**config.mk**
```make
export PLATFORM = sky130hd
export DESIGN_NAME = arbiter_prio8
export DESIGN_NICKNAME = d
export VERILOG_FILES = /design/src/rtl/arbiter_prio8.sv
export SDC_FILE = /design/constraint.sdc
export NUM_CORES = 1
export LEC_CHECK = 0
export CORE_ASPECT_RATIO = 0.6
export CORE_MARGIN = 2
export CORE_UTILIZATION = 45
export CTS_CLUSTER_DIAMETER = 100
export DETAILED_ROUTE_END_ITERATION = 8
export HOLD_SLACK_MARGIN = 0.12
export PLACE_DENSITY = 0.66
export SLEW_MARGIN = 20
export SYNTH_ARGS = -nofsm -noshare
export SYNTH_HDL_FRONTEND = slang
export SYNTH_SLANG_ARGS = --single-unit
```
**constraint.sdc**
```tcl
create_clock -name clk -period 3.3 [get_ports clk]
set_input_delay 0.495 -clock clk [delete_from_list [all_inputs] [get_ports clk]]
set_output_delay 0.495 -clock clk [all_outputs]
set_load 0.05 [all_outputs]
```
**src/rtl/arbiter_prio8.sv**
```systemverilog
// arbiter_prio8: 8-way registered grant arbiter, MSB-first priority, hold limit with timeout mask; ARB_ROUND_ROBIN_EN selects rotating priority
module arbiter_prio8 #(
  parameter int MAX_HOLD = 16
) (
  input  logic       clk,
  input  logic       rst,
  input  logic [7:0] req,
  output logic [7:0] gnt,
  output logic [2:0] gnt_id,
  output logic       gnt_valid
);
  localparam int CW = $clog2(MAX_HOLD);
  typedef enum logic {IDLE, OWNED} state_t;
  state_t state, state_n;
  logic [7:0] gnt_n, unmasked, elig;
  logic [2:0] id_n, mask_id, mask_id_n, base, win, idx;
  logic [CW-1:0] cnt, cnt_n;
  logic mask_v, mask_v_n, found;
`ifdef ARB_ROUND_ROBIN_EN
  logic [2:0] last, last_n;
  assign base = last;
  // pointer follows every new grant so the search starts just below the last owner
  always_comb last_n = (state == IDLE && |req) ? win : last;
  // pointer register
  always_ff @(posedge clk) last <= rst ? 3'd0 : last_n;
`else
  assign base = 3'd0;
`endif
  // a timed-out owner is skipped once, unless it is the only requester
  assign unmasked = req & ~(8'd1 << mask_id);
  assign elig = (mask_v && |unmasked) ? unmasked : req;
  // descending search from base-1 with wrap; base 0 gives plain 7..0 order
  always_comb begin
    win = 3'd0;
    found = 1'b0;
    idx = 3'd0;
    for (int k = 1; k <= 8; k++) begin
      idx = base - 3'(k);
      if (!found && elig[idx]) begin
        win = idx;
        found = 1'b1;
      end
    end
  end
  // next state, grant load/release, hold counter and timeout mask
  always_comb begin
    state_n = state;
    gnt_n = gnt;
    id_n = gnt_id;
    cnt_n = cnt;
    mask_v_n = mask_v;
    mask_id_n = mask_id;
    if (state == IDLE) begin
      if (|req) begin
        state_n = OWNED;
        gnt_n = 8'd1 << win;
        id_n = win;
        cnt_n = '0;
        mask_v_n = 1'b0;
      end
    end else if (!req[gnt_id]) begin
      state_n = IDLE;
      gnt_n = 8'd0;
      id_n = 3'd0;
      mask_v_n = 1'b0;
    end else if (cnt == CW'(MAX_HOLD - 1)) begin
      state_n = IDLE;
      gnt_n = 8'd0;
      id_n = 3'd0;
      mask_v_n = 1'b1;
      mask_id_n = gnt_id;
    end else begin
      cnt_n = cnt + CW'(1);
    end
  end
  // state register
  always_ff @(posedge clk) begin
    if (rst) begin
      state <= IDLE;
      gnt <= 8'd0;
      gnt_id <= 3'd0;
      cnt <= '0;
      mask_v <= 1'b0;
      mask_id <= 3'd0;
    end else begin
      state <= state_n;
      gnt <= gnt_n;
      gnt_id <= id_n;
      cnt <= cnt_n;
      mask_v <= mask_v_n;
      mask_id <= mask_id_n;
    end
  end
  assign gnt_valid = |gnt;
endmodule
```
# Yosys cells after proc, flatten, opt, wreduce, memory -nomap -nowiden
# Cells that the tools add are included.
[op_classes] muxes=38 n_bitwise=2 n_shift=2 eq_ne=4 n_lt_le_gt_ge=1 addsub=1 reduce_logical=22
[ops] cell="8-bit two-way mux" count=5
[ops] cell="3-bit two-way mux" count=12
[ops] cell="8-bit OR reduction" count=3
[ops] cell="1-bit two-way mux" count=16
[ops] cell="4-bit two-way mux" count=4
[ops] cell="1-bit by 3-bit left shift with 8-bit output, first input constant" count=2
[ops] cell="8-bit AND" count=1
[ops] cell="1-bit logical AND" count=8
[ops] cell="8-bit NOT" count=1
[ops] cell="1-bit logical NOT" count=7
[ops] cell="3-bit AND reduction" count=2
[ops] cell="4-bit by 1-bit adder with 4-bit output, second input constant" count=1
[ops] cell="4-bit equality test, second input constant" count=1
[ops] cell="3-bit by 4-bit < comparator with 1-bit output, second input constant" count=1
[ops] cell="1-bit binary-select mux with 3-bit select" count=1
[ops] cell="3-bit by 2-bit inequality test with 1-bit output, second input constant" count=1
[ops] cell="2-bit by 1-bit inequality test with 1-bit output, second input constant" count=1
[ops] cell="2-bit inequality test, second input constant" count=1
[ops] cell="2-bit AND reduction" count=1
[ops] cell="2-bit nonzero test" count=1
[totals] register_bits=20 word_cells=76 out_inout_bits=12

# Longest topological paths before layout
# Gate-level depths: netlist (run 1).
[logic_depth] word_depth=31 ltp_mapped=8

# Least setup slack after synthesis (run 1)
# OpenSTA, ideal clock, no wires.
[synth_timing] kind="input-to-reg" from="input req[3]" to="register gnt[1]" path_stages=8 slack_ps=860 n_path_buf=2 setup_time_ps=117 arrival_time_ps=2323 path_cell_list="buf_2 > nor4b_2 > nor3_1 > or4_1 > buf_6 > a311oi_4 > o32ai_2 > a32o_1"
[synth_between] elab_chain_cells=29 word_cells_on_any_way=43 cone_classes="eq/ne (1); shift (1); mux (21); bitwise (1); reduce/logical (19)"
[synth_rtl] element="start: declaration" line="7" rtl="input logic [7:0] req,"
[synth_rtl] element="8-bit AND" line="30" rtl="assign unmasked = req & ~(8'd1 << mask_id);"
[synth_rtl] element="8-bit OR reduction" line="31" rtl="assign elig = (mask_v && |unmasked) ? unmasked : req;"
[synth_rtl] element="1-bit logical AND" line="31"
[synth_rtl] element="8-bit two-way mux" line="31"
[synth_rtl] element="1-bit two-way mux" line="39" rtl="if (!found && elig[idx]) begin"
[synth_rtl] element="1-bit logical NOT" line="39"
[synth_rtl] element="1-bit logical AND" line="39"
[synth_rtl] element="1-bit two-way mux" line="39"
[synth_rtl] element="[13 not listed]"
[synth_rtl] element="1-bit logical AND" line="39"
[synth_rtl] element="1-bit two-way mux" line="39"
[synth_rtl] element="1-bit logical NOT" line="39"
[synth_rtl] element="1-bit logical AND" line="39"
[synth_rtl] element="3-bit two-way mux" line="39"
[synth_rtl] element="1-bit by 3-bit left shift with 8-bit output" line="56" rtl="gnt_n = 8'd1 << win;"
[synth_rtl] element="8-bit two-way mux" line="54" rtl="if (|req) begin"
[synth_rtl] element="8-bit two-way mux" line="53" rtl="if (state == IDLE) begin"
[synth_rtl] element="end signal: assignment" line="87" rtl="gnt <= gnt_n;"
[synth_rtl] element="end: declaration" line="8" rtl="output logic [7:0] gnt,"
# Several ways; a longest one is shown, not always the timed one. The select of a mux whose other input is x is not followed.
# A chain may end at the register's enable or synchronous reset.

# Worst setup path in the final report (run 1)
[layout_timing] from="input req[4]" to="register gnt[1]"
# Same word-level chain as after synthesis.

==> impl_metrics.ini, run 1 <==
[timing]
clock.fmax_ghz = 0.358
rsz0062_at_grt = no
setup_viol = 0
timing.slew.headroom_pct = 58.5
fin_crit_ns = 2.79
tns_ns = 0
finalMaxSlewViolations = 0
skew_ns = 0.00273
final-hold-violation-count = 0
tightest_slew_ns = 0.622
period_share_pct = 84.6
fin_ws_ns = 0.507

[logic_synthesis]
syn_inst = 151
seq_area_frac_synth_pct = 30.8
synthesis.area_mm2 = 0.00130
synthArstFlopShare_pct = 0
yosysWarnings = 0
ys.flop_type = dfxtp_1
yosys_register_bits = 20
synth_edf_count = 0
syn_area_per_cell_um2 = 8.62
synth_nets = 162
yosys.cell_types.count = 51

[power_and_ir_drop]
ir_drop_mv = 0.173
combPwrFrac_pct = 24.5
power.switching_mw = 0.161
power.internal_mw = 0.388
pwr-share-clk_pct = 27.9
p_leak_nw = 0.576
p_sw_share_pct = 29.3
powerDensity_mw_per_mm2 = 349
sequentialPowerShare_pct = 47.7

[placed_design]
hpwl_um = 2360
pre_cts_ws_ns = 0.271
place_inst = 201
gp_congestion = 0.905
numPortBuffers = 21

[clock_tree]
clk_pin_slew_worst_paths_ns = 0.07
post_cts_buffers = 0
htree_num_levels = 1
ctsResizeCount = 0
clock_sinks = 20
numCtsBuffers = 3
cts_buffer_depth = 2
cts_tree = built
clkLatencyLatePin_ns = 0.25
cts_root_buf = clkbuf_8
ctsHoldBuffers = 0

[routing]
drt_pass1_iterations = 4
wirelength_um = 2990
ant_nets = 0
dr.first_iter.drc_count = 39
wl_per_cell_um = 14.7
remaining_drc_errors = 0
vias_per_cell = 5.86
vias = 1196

[grt]
grt_pass1_wl_um = 5230
grt_util_all_layers_pct = 20.5
grt_use_met2_pct = 29.4
use_met1_pct = 31.1
grt_pass1_vias = 1113
met3_usage_pct = 4.65
top_usage_layer = met1
grt_overflow_total = 0
antenna_found_initial = 0
grt_max_degree = 20

[flow_run]
cap_violations = 0

[layout]
finalNonFillerCells = 204
area_delta_synth_final_pct = 21.0
final_nets = 183
drive_above_1_share_pct = 11.2
antenna_cells = 0
final_common_cell = clkdlybuf4s50_1
final_cell_mix = clkdlybuf4s50_1 (21), dfxtp_1 (20), nor2_1 (17)

[die]
die_h_um = 45.7
initial_core_util_pct = 46.2
core-area_mm2 = 0.00282
rows = 15
dieWidth_um = 73.4
num_io_pins = 22
dieArea_mm2 = 0.00335

[critical_path]
cp-end-kind = register
startpoint_type = input port
crit_fanout = 7
worstSetupStartpoint = req[4]
reg2reg_from = mask_id[1]
crit_arrival_ns = 2.94
critPathKind = in2reg
crit_required_ns = 3.44

[outcome]
status = completed

[min_path]
worstHoldStart = gnt[0]
min_path_type = reg2reg
## state kept, by name (all words and copies together), names as in the netlist
signal and flops:
gnt_id 3, gnt 8, mask_id 3, cnt 4, state 1, mask_v 1
## stage by stage
stage	hold WS [ns]	area, um^2	utilization (%)	power [mW]
2_1_floorplan	0.491	1300	-	0.351
3_3_place_gp	0.448	1530	54.4	0.399
4_1_cts	0.468	1570	55.9	0.550
6_report	0.467	1570	55.9	0.549
5_1_grt	0.498	1570	55.9	0.577
3_5_place_dp	0.457	1530	54.4	0.401
## Yosys cell counts, types with 2 or more instances
cell | number | area, um^2
o211ai_1 | 2 | 15.0
buf_6 | 3 | 33.8
nand2_1 | 16 | 60.1
dfxtp_1 | 20 | 400
nor4_1 | 6 | 37.5
a21oi_1 | 4 | 20.0
buf_2 | 2 | 10.0
a22o_1 | 4 | 35.0
nor4b_1 | 2 | 17.5
mux2i_1 | 8 | 80.1
inv_1 | 6 | 22.5
and2_1 | 2 | 12.5
xnor2_1 | 2 | 17.5
nand3_1 | 2 | 10.0
mux4_2 | 2 | 45.0
o21ai_1 | 2 | 10.0
nor3_1 | 8 | 40.0
and4bb_1 | 2 | 25.0
clkbuf_1 | 6 | 22.5
a31oi_1 | 2 | 12.5
nand2b_1 | 2 | 12.5
o21ai_0 | 2 | 10.0
nor2b_1 | 2 | 12.5
nor2_1 | 17 | 63.8
## power by group through the flow
stage / Clock (mW) / Combinational [mW] / Sequential (mW)
4_1_cts: 0.154 / 0.134 / 0.262
6_report: 0.153 / 0.134 / 0.262
5_1_grt: 0.168 / 0.146 / 0.263
3_3_place_gp: 0 / 0.133 / 0.267
2_1_floorplan: 0 / 0.0649 / 0.286
3_5_place_dp: 0 / 0.134 / 0.267
## path summary, 6_finish.rpt
path	endpoint	slack, ns	cells past startpoint
worst max-delay path	gnt[1]	0.51	7
worst min-delay path	gnt[0]	0.47	2
worst max register to register	gnt[1]	0.57	6
worst min register to register	gnt[0]	0.47	2
## worst max-delay path, stage by stage
cell and delay (ns):
clkdlybuf4s50_1 0.50, and4bb_1 0.31, nor3_1 0.06, or4_1 0.70, a311oi_4 0.44, o32ai_2 0.15, a32o_1 0.28
## logic make-up (layout without fill, tap and decap cells)
group	Yosys count	count (layout)	share of synthesized area [%]
compound gates	33	33	21.9
flops	20	20	30.8
simple gates	67	67	27.7
fa+ha+maj	1	1	0.961
xor+xnor	2	2	1.35
mux	11	11	10.5
buf+inv	17	36	6.83
## per-layer routing
layer / vias to the layer above / wire length [um]
met3: 2 / 110
met1: 564 / 1560
met5: - / 0
met2: 23 / 1300
li1: 607 / -
met4: 0 / 19
## final cells by class
type	count	area (um^2)
Timing Repair Buffer	27	255
Fill cell	245	1240
Clock buffer	3	41.3
Tap cell	34	42.5
Sequential cell	20	400
Multi-Input combinational cell	114	812
Inverter	6	22.5
Note: power is estimated with default switching activity, not from simulation.
==> run 2, diff against run 1 <==
Settings changed: PLACE_DENSITY 0.66 to 0.69.
Clock period 3.3 ns to 2.5 ns, I/O delays scaled along.
==> impl_metrics.ini, run 2 (synthesized netlist as in run 1, its figures left out) <==
[clock_tree]
cts_buffer_depth = 2
cts_root_buf = clkbuf_8
clkLatencyLatePin_ns = 0.26
clk_pin_slew_worst_paths_ns = 0.07
cts_tree = built
post_cts_buffers = 0
clock_sinks = 20
numCtsBuffers = 3
htree_num_levels = 1
ctsHoldBuffers = 0

[layout]
finalNonFillerCells = 228
final_nets = 207
antenna_cells = 0
final_cell_mix = buf_4 (30), clkdlybuf4s50_1 (18), dfxtp_1 (17)
regMostFlops = gnt
drive_above_1_share_pct = 27.3
final_common_cell = buf_4
largest_reg_flops = 8
fin_util_pct = 64.7
top_regs = gnt: 8 flops, cnt: 4 flops
area_delta_synth_final_pct = 40.0

[grt]
grt_max_degree = 14
use_met1_pct = 32.7
grt_pass1_vias = 1177
grt_util_all_layers_pct = 22.0
grt_use_met2_pct = 33.5
top_usage_layer = met2
met3_usage_pct = 4.20
antenna_found_initial = 0
grt_overflow_total = 0
grt_pass1_wl_um = 5610

[die]
num_io_pins = 22
dieWidth_um = 73.4
core-area_mm2 = 0.00282
dieArea_mm2 = 0.00335
die_h_um = 45.7
initial_core_util_pct = 46.2
rows = 15

[power_and_ir_drop]
powerDensity_mw_per_mm2 = 418
p_leak_nw = 0.734
power.total_mw = 0.761
ir_drop_mv = 0.229

[critical_path]
startpoint_type = input port
crit_arrival_ns = 2.56
critPathKind = in2reg
crit_fanout = 6
cp-end-kind = register
crit_required_ns = 2.66

[routing]
wirelength_um = 3480
remaining_drc_errors = 0
drt_pass1_iterations = 4
dr.first_iter.drc_count = 82
ant_nets = 0
wl_per_cell_um = 15.2
vias_per_cell = 5.75
vias = 1310

[placed_design]
pre_cts_ws_ns = -0.356
hpwl_um = 2650
gp_congestion = 0.920
place_inst = 225
numPortBuffers = 21

[timing]
fin_crit_ns = 2.41
clock.fmax_ghz = 0.416
skew_ns = 0.00339
period_share_pct = 96.3
tightest_slew_ns = 0.498
final-hold-violation-count = 0
tns_ns = 0
finalMaxSlewViolations = 0
setup_viol = 0
timing.slew.headroom_pct = 66.7
fin_ws_ns = 0.0933
rsz0062_at_grt = yes

[flow_run]
cap_violations = 0

[min_path]
min_path_type = reg2reg

[outcome]
status = completed
==> run 2: per-layer routing <==
metal / vias to the layer above / part of all wire [%]
met4: 0 / 0.40
met5: - / 0
met1: 635 / 51
li1: 653 / -
met3: 2 / 3.5
met2: 20 / 45
==> run 2: worst max-delay path: stages <==
cell             delay [ns]
clkdlybuf4s50_1        0.43
and4bb_1               0.27
nor3_1                 0.06
or4_4                  0.62
a311oi_4               0.38
o32ai_4                0.15
a32o_1                 0.28
==> run 2: timing repair <==
item | CTS | global route
endpoints found under the setup margin | 6 | 9
pin swaps | 0 | 6
resized for setup | 1 | 14
==> run 2: worst paths after layout <==
check | startpoint | to | slack [ns] | cells after the start
setup / recovery | req[4] | gnt[1] | 0.09 | 7
hold / removal | gnt[0] | gnt[0] | 0.46 | 2
setup reg to reg | mask_id[2] | gnt[1] | 0.18 | 6
hold reg to reg | gnt[0] | gnt[0] | 0.46 | 2
==> run 2: power breakdown <==
group,internal [mW],total (mW),switching [mW]
sequential,0.331,0.345,0.0149
clock,0.107,0.210,0.102
combinational,0.0930,0.206,0.113
==> run 2: cell type report <==
| class | instances | area (um^2) |
|---|---|---|
| flip-flops and latches | 20 | 404 |
| repair buffers | 51 | 443 |
| well taps | 34 | 42.5 |
| multi-input cells | 114 | 868 |
| clock buffers | 3 | 41.3 |
| inverters | 6 | 22.5 |
| fillers | 231 | 993 |
==> run 2: per-stage QoR <==
| stage | instance area (um^2) | hold WS, ns |
|---|---|---|
| CTS | 1760 | 0.470 |
| detailed placement | 1710 | 0.457 |
| global route | 1820 | 0.500 |
| floorplan | 1300 | 0.491 |
| finish | 1820 | 0.463 |
| global placement | 1710 | 0.449 |
